### src/rtl/hw_jpeg_pkg.sv
// Shared constants for the JPEG DC front end: quantiser steps, component
// encodings and the baseline DC Huffman tables.
package hw_jpeg_pkg;

  localparam int Q_LUM_DEF    = 16;
  localparam int Q_CHROMA_DEF = 17;

  typedef enum logic [1:0] {
    COMP_Y     = 2'd0,
    COMP_CB    = 2'd1,
    COMP_CR    = 2'd2,
    COMP_Y_ALT = 2'd3
  } comp_e;

  typedef struct packed {
    logic [10:0] code;
    logic [3:0]  len;
  } huff_t;

  function automatic huff_t dc_huff(input logic chroma, input logic [3:0] cat);
    huff_t h;
    h = '{11'h000, 4'd2};
    if (!chroma) begin
      case (cat)
        4'd1:    h = '{11'h002, 4'd3};
        4'd2:    h = '{11'h003, 4'd3};
        4'd3:    h = '{11'h004, 4'd3};
        4'd4:    h = '{11'h005, 4'd3};
        4'd5:    h = '{11'h006, 4'd3};
        4'd6:    h = '{11'h00E, 4'd4};
        4'd7:    h = '{11'h01E, 4'd5};
        4'd8:    h = '{11'h03E, 4'd6};
        4'd9:    h = '{11'h07E, 4'd7};
        4'd10:   h = '{11'h0FE, 4'd8};
        4'd11:   h = '{11'h1FE, 4'd9};
        default: h = '{11'h000, 4'd2};
      endcase
    end else begin
      case (cat)
        4'd1:    h = '{11'h001, 4'd2};
        4'd2:    h = '{11'h002, 4'd2};
        4'd3:    h = '{11'h006, 4'd3};
        4'd4:    h = '{11'h00E, 4'd4};
        4'd5:    h = '{11'h01E, 4'd5};
        4'd6:    h = '{11'h03E, 4'd6};
        4'd7:    h = '{11'h07E, 4'd7};
        4'd8:    h = '{11'h0FE, 4'd8};
        4'd9:    h = '{11'h1FE, 4'd9};
        4'd10:   h = '{11'h3FE, 4'd10};
        4'd11:   h = '{11'h7FE, 4'd11};
        default: h = '{11'h000, 4'd2};
      endcase
    end
    return h;
  endfunction

endpackage

### src/rtl/hw_jpeg_enc_rgb2ycbcr.sv
// Registered RGB to YCbCr conversion with fixed-point BT.601 weights;
// each component is saturated to 0..255.
module rgb_to_ycbcr (
  input  logic       clock,
  input  logic       reset,
  input  logic [7:0] i_red,
  input  logic [7:0] i_green,
  input  logic [7:0] i_blue,
  output logic [7:0] o_y,
  output logic [7:0] o_cb,
  output logic [7:0] o_cr
);

  function automatic logic [7:0] sat_u8(input logic signed [17:0] v);
    if (v < 18'sd0)        return 8'd0;
    else if (v > 18'sd255) return 8'd255;
    else                   return v[7:0];
  endfunction

  logic signed [17:0] w_r, w_g, w_b;
  logic signed [17:0] w_y_acc, w_cb_acc, w_cr_acc;
  logic signed [17:0] w_y_s, w_cb_s, w_cr_s;

  assign w_r = $signed({10'd0, i_red});
  assign w_g = $signed({10'd0, i_green});
  assign w_b = $signed({10'd0, i_blue});

  assign w_y_acc  = 18'sd77 * w_r + 18'sd150 * w_g + 18'sd29 * w_b + 18'sd128;
  assign w_cb_acc = 18'sd128 * w_b - 18'sd43 * w_r - 18'sd85 * w_g + 18'sd128;
  assign w_cr_acc = 18'sd128 * w_r - 18'sd107 * w_g - 18'sd21 * w_b + 18'sd128;

  // Arithmetic shift keeps negative chroma sums flooring toward -inf
  assign w_y_s  = w_y_acc >>> 8;
  assign w_cb_s = (w_cb_acc >>> 8) + 18'sd128;
  assign w_cr_s = (w_cr_acc >>> 8) + 18'sd128;

  always_ff @(posedge clock or posedge reset) begin
    if (reset) begin
      o_y  <= 8'd0;
      o_cb <= 8'd0;
      o_cr <= 8'd0;
    end else begin
      o_y  <= sat_u8(w_y_s);
      o_cb <= sat_u8(w_cb_s);
      o_cr <= sat_u8(w_cr_s);
    end
  end

endmodule

### src/rtl/hw_jpeg_enc.sv
// JPEG DC front end: buffers one 8x8 block of a colour component, quantises
// its DC term and emits the DPCM difference as a Huffman-coded DC symbol.
module hw_jpeg_enc
  import hw_jpeg_pkg::*;
#(
  parameter int Q_LUM    = Q_LUM_DEF,
  parameter int Q_CHROMA = Q_CHROMA_DEF
) (
  input  logic         clock,
  input  logic         reset,
  input  logic         input_enable,
  input  logic         input_1pix_enable,
  input  logic [7:0]   Red,
  input  logic [7:0]   Green,
  input  logic [7:0]   Blue,
  input  logic [1:0]   comp_sel,
  input  logic         Huffman_start,
  output logic [511:0] pix_data,
  output logic         jpeg_out_enable,
  output logic [23:0]  jpeg_dc_out,
  output logic [4:0]   jpeg_dc_len,
  output logic [15:0]  jpeg_out,
  output logic [3:0]   jpeg_data_bits
);

  // Round half away from zero: sign(s) * floor((|s| + 4q) / 8q)
  function automatic logic signed [15:0] quant_dc(input logic signed [13:0] s, input int q);
    logic signed [15:0] se;
    logic [15:0]        mag;
    logic [31:0]        num;
    se  = 16'(s);
    mag = se[15] ? 16'(-se) : 16'(se);
    num = (32'(mag) + 32'(4 * q)) / 32'(8 * q);
    return se[15] ? -16'(num[15:0]) : 16'(num[15:0]);
  endfunction

  function automatic logic [3:0] dc_cat(input logic signed [15:0] d);
    logic [15:0] mag;
    logic [3:0]  c;
    mag = d[15] ? 16'(-d) : 16'(d);
    c   = 4'd0;
    for (int i = 0; i < 11; i++) if (mag[i]) c = 4'(i + 1);
    if (|mag[15:11]) c = 4'd11;
    return c;
  endfunction

  logic [7:0]         w_y, w_cb, w_cr, w_sample;
  logic signed [13:0] w_delta;
  logic signed [15:0] w_dc_lum, w_dc_chr, w_dc;
  logic               w_start_ok;
  logic [3:0]         w_cat;
  huff_t              w_huff;
  logic [15:0]        w_amp_src;
  logic [23:0]        w_mask, w_amp;

  logic               r_pix_vld_p0;
  logic [5:0]         r_ptr;
  logic               r_full;
  logic signed [13:0] r_sum;
  comp_e              r_comp;
  logic [511:0]       r_pix_data;
  logic signed [15:0] r_prev_dc [3];
  logic               r_vld_p1;
  logic signed [15:0] r_diff_p1;
  logic               r_chroma_p1;
  logic               r_out_en_p2;
  logic [23:0]        r_dc_out_p2;
  logic [4:0]         r_dc_len_p2;
  logic [15:0]        r_jpeg_out_p2;
  logic [3:0]         r_bits_p2;

  rgb_to_ycbcr u_csc (
    .clock   (clock),
    .reset   (reset),
    .i_red   (Red),
    .i_green (Green),
    .i_blue  (Blue),
    .o_y     (w_y),
    .o_cb    (w_cb),
    .o_cr    (w_cr)
  );

  always_comb begin
    case (r_comp)
      COMP_CB: w_sample = w_cb;
      COMP_CR: w_sample = w_cr;
      default: w_sample = w_y;
    endcase
  end

  assign w_delta = $signed({6'd0, w_sample}) - 14'sd128;

  // p0: block accumulation; a restart wins over a coincident pixel
  always_ff @(posedge clock or posedge reset) begin
    if (reset) begin
      r_pix_vld_p0 <= 1'b0;
      r_ptr        <= 6'd0;
      r_full       <= 1'b0;
      r_sum        <= 14'sd0;
      r_comp       <= COMP_Y;
      r_pix_data   <= '0;
    end else begin
      r_pix_vld_p0 <= input_1pix_enable;
      if (input_enable) begin
        r_ptr  <= 6'd0;
        r_sum  <= 14'sd0;
        r_full <= 1'b0;
        r_comp <= (comp_sel == 2'd3) ? COMP_Y : comp_e'(comp_sel);
      end else if (r_pix_vld_p0 && !r_full) begin
        r_pix_data[{r_ptr, 3'b000} +: 8] <= w_sample;
        r_sum <= r_sum + w_delta;
        r_ptr <= r_ptr + 6'd1;
        if (r_ptr == 6'd63) r_full <= 1'b1;
      end
    end
  end

  assign w_dc_lum   = quant_dc(r_sum, Q_LUM);
  assign w_dc_chr   = quant_dc(r_sum, Q_CHROMA);
  assign w_dc       = (r_comp == COMP_Y) ? w_dc_lum : w_dc_chr;
  assign w_start_ok = Huffman_start && r_full && !r_vld_p1;

  // p1: quantised DC and DPCM difference against this component's history
  always_ff @(posedge clock or posedge reset) begin
    if (reset) begin
      r_vld_p1    <= 1'b0;
      r_diff_p1   <= 16'sd0;
      r_chroma_p1 <= 1'b0;
      for (int i = 0; i < 3; i++) r_prev_dc[i] <= 16'sd0;
    end else begin
      r_vld_p1 <= w_start_ok;
      if (w_start_ok) begin
        r_diff_p1         <= w_dc - r_prev_dc[r_comp];
        r_chroma_p1       <= (r_comp != COMP_Y);
        r_prev_dc[r_comp] <= w_dc;
      end
    end
  end

  assign w_cat     = dc_cat(r_diff_p1);
  assign w_huff    = dc_huff(r_chroma_p1, w_cat);
  assign w_amp_src = r_diff_p1[15] ? 16'(r_diff_p1 - 16'sd1) : 16'(r_diff_p1);
  assign w_mask    = (24'd1 << w_cat) - 24'd1;
  assign w_amp     = {8'd0, w_amp_src} & w_mask;

  // p2: symbol assembly; outputs hold between encodes
  always_ff @(posedge clock or posedge reset) begin
    if (reset) begin
      r_out_en_p2   <= 1'b0;
      r_dc_out_p2   <= 24'd0;
      r_dc_len_p2   <= 5'd0;
      r_jpeg_out_p2 <= 16'd0;
      r_bits_p2     <= 4'd0;
    end else begin
      r_out_en_p2 <= r_vld_p1;
      if (r_vld_p1) begin
        r_dc_out_p2   <= (24'(w_huff.code) << w_cat) | w_amp;
        r_dc_len_p2   <= 5'(w_huff.len) + 5'(w_cat);
        r_jpeg_out_p2 <= r_diff_p1;
        r_bits_p2     <= w_cat;
      end
    end
  end

  assign pix_data        = r_pix_data;
  assign jpeg_out_enable = r_out_en_p2;
  assign jpeg_dc_out     = r_dc_out_p2;
  assign jpeg_dc_len     = r_dc_len_p2;
  assign jpeg_out        = r_jpeg_out_p2;
  assign jpeg_data_bits  = r_bits_p2;

endmodule

### config.mk
export PLATFORM = sky130hd
export DESIGN_NAME = hw_jpeg_enc
export DESIGN_NICKNAME = d
export VERILOG_FILES = /design/src/rtl/hw_jpeg_pkg.sv /design/src/rtl/hw_jpeg_enc_rgb2ycbcr.sv /design/src/rtl/hw_jpeg_enc.sv
export SDC_FILE = /design/constraint.sdc
export NUM_CORES = 2
export LEC_CHECK = 0
export CORE_ASPECT_RATIO = 2
export CORE_MARGIN = 4
export CORE_UTILIZATION = 60
export CTS_CLUSTER_DIAMETER = 80
export CTS_CLUSTER_SIZE = 16
export DETAILED_ROUTE_END_ITERATION = 12
export DONT_BUFFER_PORTS = 1
export GPL_ROUTABILITY_DRIVEN = 0
export GPL_TIMING_DRIVEN = 0
export PLACE_DENSITY = 0.76
export SLEW_MARGIN = 20
export SYNTH_ARGS = -nofsm -noshare
export SYNTH_HDL_FRONTEND = slang
export SYNTH_SLANG_ARGS = --single-unit
### constraint.sdc
create_clock -name clock -period 28.6 [get_ports clock]
set_clock_uncertainty 0.05 [all_clocks]
set_input_delay 1.43 -clock clock [delete_from_list [all_inputs] [get_ports clock]]
set_output_delay 1.43 -clock clock [all_outputs]
set_load 0.005 [all_outputs]
# After elaboration in Yosys (flattened, before gate mapping)

Memories as Yosys holds them, arrays and structs flattened.
Index checks and enable logic that the tools add are counted.

Eq/ne operators: 4
Reduce and logical (&&, ||, !) cells: 13
$add $sub $neg: 25
Divide/modulo/power cells: 1
Shift-type cells: 4
Multipliers: 7
Magnitude comparators: 8
Bitwise logic cells: 4
Multiplexer cells: 41

Operator list:

| operator                                                    | number |
|---|---|
| bitwise mux 512 bit                                         | 1 |
| variable shift 8 x 11 -> 512 bit, first input constant      | 1 |
| variable part select 8 x 11 -> 512 bit                      | 1 |
| two-way mux 16 bit                                          | 9 |
| multiplier 7 x 8 -> 15 bit, first input constant            | 4 |
| adder 18 x 9 -> 18 bit, second input constant               | 3 |
| bitwise mux 48 bit                                          | 1 |
| two-way mux 8 bit                                           | 6 |
| two-way mux 4 bit                                           | 11 |
| adder 18 bit                                                | 2 |
| > comparator 18 x 9 -> 1 bit, second input constant         | 2 |
| less-than comparator 18 x 1 -> 1 bit, second input constant | 2 |
| subtractor 16 x 18 -> 18 bit                                | 2 |
| subtractor 18 bit                                           | 2 |
| adder 16 x 7 -> 17 bit, second input constant               | 2 |
| binary-select mux 16 bit (select 2 bit)                     | 1 |
| demux 16 bit (select 2 bit)                                 | 1 |
| divider 32 x 8 -> 32 bit, second input constant             | 1 |
| negation 16 bit                                             | 2 |
| two-way mux 14 bit                                          | 2 |
| multiplier 5 x 8 -> 13 bit, first input constant            | 2 |
| AND 16 x 24 -> 24 bit                                       | 1 |
| bitwise OR 24 bit                                           | 1 |
| left shift 1 x 4 -> 24 bit, first input constant            | 1 |
| other kinds (33)                                            | 46 |

Memory bits (read-only): 448
Output and inout port bits: 562
Input bits: 31
Latch bits: 0
Memories: 2
Flip-flop bits (word level): 676
Bits in writable memories: 0

Memories:

| memory          | words | bits a word | read ports | clocked after memory_dff | write ports | RTL line          | text |
|---|---|---|---|---|---|---|---|
| (no name shown) | 16    | 15          | 1          | 0                        | 0           | hw_jpeg_pkg.sv:39 | `case (cat)` |
| (no name shown) | 16    | 13          | 1          | 0                        | 0           | hw_jpeg_pkg.sv:24 | `case (cat)` |

# Logic depth before layout (Yosys ltp)

Depth after elaboration: 18
Gate-level depth with buffers: 47

# Modules after synthesis

Synthesis repeated with hierarchy kept, for this count alone.

Cell total of the unflattened synthesis: 3889
Area, all modules: 40099.7 um^2

Modules (own cells, without submodules):

| module       | instances | area each (um^2) | cells an instance |
|---|---|---|---|
| hw_jpeg_enc  | 1         | 30151.4          | 2778 |
| rgb_to_ycbcr | 1         | 9948.3           | 1111 |

# Worst setup path before layout

OpenSTA, ideal clock, no wires.

Kind: register to register
Start point: register r_sum[3]
End point: register r_diff_p1[15]
Arrival time: 9.409 ns
Setup slack: 19.055 ns
Clock period less this slack: 9.545 ns
Cell stages (with the launch flop): 48
Path buffers: 3
Library setup time: 0.087 ns
Cells stage by stage: dfrtp_1 -> buf_6 -> or4_4 -> buf_6 -> o31ai_1 -> xor2_1 -> inv_1 -> ha_1 -> nand2_1 -> a211oi_1 -> or2_0 -> buf_2 -> xnor2_1 -> mux2_2 -> a21oi_1 -> or2b_2 -> nand2_1 -> o311a_2 -> [... 12 more ...] -> ha_1 -> o21ai_0 -> a21boi_0 -> o21ai_0 -> a21oi_1 -> o21ai_0 -> a21oi_1 -> o21ai_0 -> a21oi_1 -> o21ai_0 -> a21oi_1 -> o21ai_0 -> a21boi_0 -> nor4_1 -> nor4_1 -> and2_1 -> mux2i_1 -> o211ai_1

Word-level cells in the longest chain between the ends: 8
Elaborated cells on any way between the ends: 11
Those cells by class: add/sub (6); div (1); mux (4)

RTL lines:

| element                  | RTL line           | text |
|---|---|---|
| start, declared          | hw_jpeg_enc.sv:59  | `logic signed [13:0] r_sum;` |
| start signal, assigned   | hw_jpeg_enc.sv:111 | `r_sum <= r_sum + w_delta;` |
| negation 14 -> 16 bit    | hw_jpeg_enc.sv:32  | `mag = se[15] ? 16'(-se) : 16'(se);` |
| two-way mux 16 bit *     | hw_jpeg_enc.sv:32  |  |
| adder 16 x 7 -> 17 bit   | hw_jpeg_enc.sv:33  | `num = (32'(mag) + 32'(4 * q)) / 32'(8 * q);` |
| divider 32 x 8 -> 32 bit | hw_jpeg_enc.sv:33  |  |
| negation 16 bit          | hw_jpeg_enc.sv:34  | `return se[15] ? -16'(num[15:0]) : 16'(num[15:0]);` |
| two-way mux 16 bit       | hw_jpeg_enc.sv:34  |  |
| two-way mux 16 bit *     | hw_jpeg_enc.sv:120 | `assign w_dc = (r_comp == COMP_Y) ? w_dc_lum : w_dc_chr;` |
| via w_dc[2]              | hw_jpeg_enc.sv:49  | `logic signed [15:0] w_dc_lum, w_dc_chr, w_dc;` |
| subtractor 16 bit *      | hw_jpeg_enc.sv:133 | `r_diff_p1 <= w_dc - r_prev_dc[r_comp];` |
| end signal, assigned     | hw_jpeg_enc.sv:133 |  |
| end, declared            | hw_jpeg_enc.sv:64  | `logic signed [15:0] r_diff_p1;` |

The timed path passes the listed nets; every way through them passes the cells marked *.
A chain may end at the register's enable or synchronous reset.

# Worst setup path after layout

Start point: register r_sum[13]
End point: register r_diff_p1[15]

Word-level cells in the longest chain between the ends: 8
Elaborated cells on any way between the ends: 11
Those cells by class: add/sub (6); div (1); mux (4)

RTL lines:

| element                  | RTL line |
|---|---|
| negation 14 -> 16 bit    | hw_jpeg_enc.sv:32 |
| two-way mux 16 bit       | hw_jpeg_enc.sv:32 |
| adder 16 x 7 -> 17 bit   | hw_jpeg_enc.sv:33 |
| divider 32 x 8 -> 32 bit | hw_jpeg_enc.sv:33 |
| negation 16 bit          | hw_jpeg_enc.sv:34 |
| two-way mux 16 bit       | hw_jpeg_enc.sv:34 |
| two-way mux 16 bit *     | hw_jpeg_enc.sv:120 |
| via w_dc[2]              | hw_jpeg_enc.sv:49 |
| subtractor 16 bit *      | hw_jpeg_enc.sv:133 |

Marked as above.

==> flow_results.org <==
** Detailed routing
- Router iterations before antenna repair :: 7
- The detailed router finished its first iteration with 1807 violations.
- Post-detailed-route wirelength per cell :: 26.2 um
- For this run, design rule violations remaining after detail routing come to 0.
- Total number of vias :: 29717
- Using the TritonRoute via totals, the vias-per-cell ratio works out to 6.22.
- The detail route stage leaves a number of antenna-violating nets equal to 0.
- Total routed wirelength :: 125000 um

** STA
- Setup repair after global routing left no endpoint under its margin.
- The smallest clock period supported by the final layout is computed as 12.00 ns.
- Headroom to the max-slew limit came out at 21.2%.
- The number of hold violations in the final report was 0.
- Fmax :: 0.0834 GHz
- Setup total negative slack on the finished layout was measured at 0 ns.
- The final count of pins violating max slew was 0.
- Worst Tran Pin Value :: 1.18 ns
- Share of the clock period used by the worst path after layout :: 41.9%
- Fin Hold WS :: 0.432 ns
- Number of endpoints failing setup at the final stage :: 0

** Yosys
- The netlist uses 105 different library cells.
- Syn Inst Count :: 3845
- In this run the cell area of the synthesized design comes to 0.0393 mm2.
- In this run, synthesis produced a sequential element count of 676.
- The synthesized design contains 0 enable-type register cells.
- The average instance in the mapped netlist occupies 10.2 um2.
- Async set-or-reset flop fraction in the synthesized netlist :: 100%
- Flip-flop cell with the highest count after synthesis :: dfrtp_1
- Sequential area share after synthesis :: 43.0%
- When the netlist entered floorplanning its net count stood at 4316.
- During synthesis, Yosys emitted a total of 0 warnings.

** Clock tree
- Clock latency at the later pin of the worst-skew pair :: 0.64 ns
- TritonCTS built the clock tree.
- Gates resized during post-CTS repair numbered 0.
- Clock-pin slew reported for the worst setup and hold paths after clock tree synthesis :: 0.08 ns
- Number of H-tree levels :: 2
- Deepest clock path buffer count :: 3
- Buffers inserted during post-CTS setup optimization :: 0
- Number of sinks driven by the clock tree :: 676
- CTS buffer count :: 48
- CTS root buf :: clkbuf_16
- Buffers inserted to repair hold after CTS numbered 0.

** Die
- The die covers 0.0700 mm2.
- Number of placed I/O pins :: 593
- The floorplan has 132 rows.
- Height of the die :: 370 um
- Core Area :: 0.0649 mm2
- Initial Utilization :: 60.6%
- The die is 189 um wide.

** Final layout
- The library cell used most frequently in the layout, excluding fill and tap cells, is dfrtp_1.
- The post-route netlist has 12.6% of its cells at a drive strength greater than 1.
- Number of inserted filler cells in the final layout :: 5165
- Top library cells by usage in the layout, fill and taps aside :: dfrtp_1 (676), nand2_1 (468), ha_1 (355)
- Area of the multi-input gates :: 0.0205 mm2
- Sequential Area :: 0.0169 mm2
- NumNets Final :: 4373
- From synthesis to final layout, the design area changed by 6.68%.

** Worst setup path
- Critical path start-end classification :: flip-flop to flip-flop
- Grouping stages by cell kind, the critical path spends the most delay in compound AO/OA/AOI/OAI gates.
- Data arrival at the endpoint of the critical path :: 12.43 ns
- The largest single stage delay on the critical path is 0.82 ns.
- Max stage delay cell, worst path :: nor4_2
- CP bufs+invs :: 5
- The worst setup path is captured at a flip-flop.
- Data required time at the worst endpoint :: 29.03 ns
- Cell seen most often among critical-path stages :: o21ai_0
- Highest net fanout along the worst path :: 10
- The worst setup path is launched from a flip-flop.

** Hold path
- Type of the worst min-delay path :: flip-flop to flip-flop

** Placement
- The wire-length estimate of the detail-placed layout is 98100 um.
- During placement, the flow inserted port buffers numbering 0.

** Run status
- Run status :: finished, final reports clean

** Flow run
- The tool flagged a number of max-cap violations equal to 0.

** GRT
- Largest net degree at the start of global routing :: 112
- Wire length of the first global-routing pass :: 186000 um
- Number of antenna violations at the first check in global routing :: 7
- Overflow left after global routing :: 0
- The number of global-route vias before repair is 30391.
- Tot GR Track Use :: 35.1%

** Pwr
- Peak supply drop :: 0.0000811 V
- Leakage power :: 0.0209 uW
- Pwr Density :: 120 mW/mm2
synthesized netlist by cell type (4+ instances only):
master    instances  share of area (%)
nand4_1           6              0.095
nand2b_1         19               0.30
or4_1             4              0.076
a21o_1           45               0.86
o311a_1           4               0.10
nand2_1         468                4.5
o21ai_0         339                4.3
a22oi_1          13               0.25
nor2b_1          26               0.41
nand3b_1          5              0.095
nand3_1          27               0.34
o21ai_1          15               0.19
clkbuf_1        142                1.4
and3_1           11               0.17
mux2i_1          30               0.76
nor2_1          215                2.1
buf_2             4              0.051
a221oi_1          5               0.11
o21a_1           45               0.86
xnor2_1          89                2.0
a21oi_1         158                2.0
a211oi_2          4               0.13
or3_1            14               0.22
mux2_2          328                9.4
ha_1            355                 11
and2_1            7               0.11
clkbuf_8          5               0.17
a31oi_1          27               0.43
inv_1           347                3.3
xor2_1           59                1.3
fa_1             85                4.3
dfrtp_1         676                 43
buf_6             4               0.11
o311ai_0          4              0.089
buf_1             5              0.048
a211oi_1          8               0.15
nor3_1           61               0.78
nor4_1            9               0.14
o22ai_1          11               0.17
o31ai_1          19               0.36
o21bai_1         21               0.40
o211ai_1          9               0.17
or2_2            23               0.37
metrics by stage:
stage,total power (uW),utilization [%],instance area [um2],setup slack [ns],cells
global placement,4240,62.3,40400,1.73,4716
global route,5410,64.6,42000,15.79,4777
CTS,4980,64.6,41900,16.83,4776
detailed placement,4320,62.6,40600,16.87,4723
finish,5050,64.6,42000,16.60,4777
floorplan,3480,-,39300,8.17,3845
logic make-up after synthesis:
| group | count (synthesis) | share of synthesized area (%) |
|---|---|---|
| flip-flops | 676 | 43.0 |
| XOR/XNOR | 150 | 3.38 |
| AO/OA/AOI/OAI | 791 | 12.5 |
| adder cells (fa/ha/maj) | 440 | 15.6 |
| buffers and inverters | 509 | 5.07 |
| AND/OR/NAND/NOR | 919 | 10.2 |
| multiplexers | 360 | 10.2 |
where the power goes:
group / internal [uW] / total [uW] / leakage (uW) / switching [uW]
combinational: 1260 / 3250 / 0.0110 / 1990
sequential: 1060 / 1150 / 0.00925 / 88.5
clock: 315 / 651 / 0.000641 / 336
total: 2640 / 5050 / 0.0209 / 2410
final timing paths:
| kind | endpoint | slack [ns] | depth (start not counted) | startpoint |
|---|---|---|---|---|
| worst min register to register | r_prev_dc[39] | 0.43 | 1 | r_prev_dc[39] |
| worst max register to register | r_diff_p1[15] | 16.60 | 46 | r_sum[13] |
| max in group asynchronous | pix_data[134] | 25.80 | 4 | reset |
| worst max-delay path | r_diff_p1[15] | 16.60 | 46 | r_sum[13] |
| min in group asynchronous | jpeg_dc_len[0] | 0.74 | 1 | reset |
| worst min-delay path | r_prev_dc[39] | 0.43 | 1 | r_prev_dc[39] |
per-layer routing:
metal	vias up	global-route usage [%]	part of all wire, %
li1	13178	-	-
met1	14822	35.7	32
met2	1287	64.4	53
met3	424	9.31	8.3
met4	6	19.6	6.8
met5	-	0	0.037
flip-flops by register name, indices dropped and copies added, names as in the netlist, 2 cells and up:
signal          count
jpeg_data_bits      4
jpeg_dc_len         5
jpeg_dc_out        24
jpeg_out           16
pix_data          512
r_comp              2
r_diff_p1          16
r_prev_dc          48
r_ptr               6
r_sum              14
u_csc.o_cb          8
u_csc.o_cr          8
u_csc.o_y           8
final cells by class:
type	count	area share [%]
buffer	160	1.64
tap	871	2.60
timing repair buffer	7	0.412
sequential	676	40.3
antenna	1	0.00596
multi-input combinational	2660	48.8
clock inverter	4	0.203
clock buffer	49	2.92
inverter	349	3.14
No activity file was read; power rests on OpenSTA's default activity.
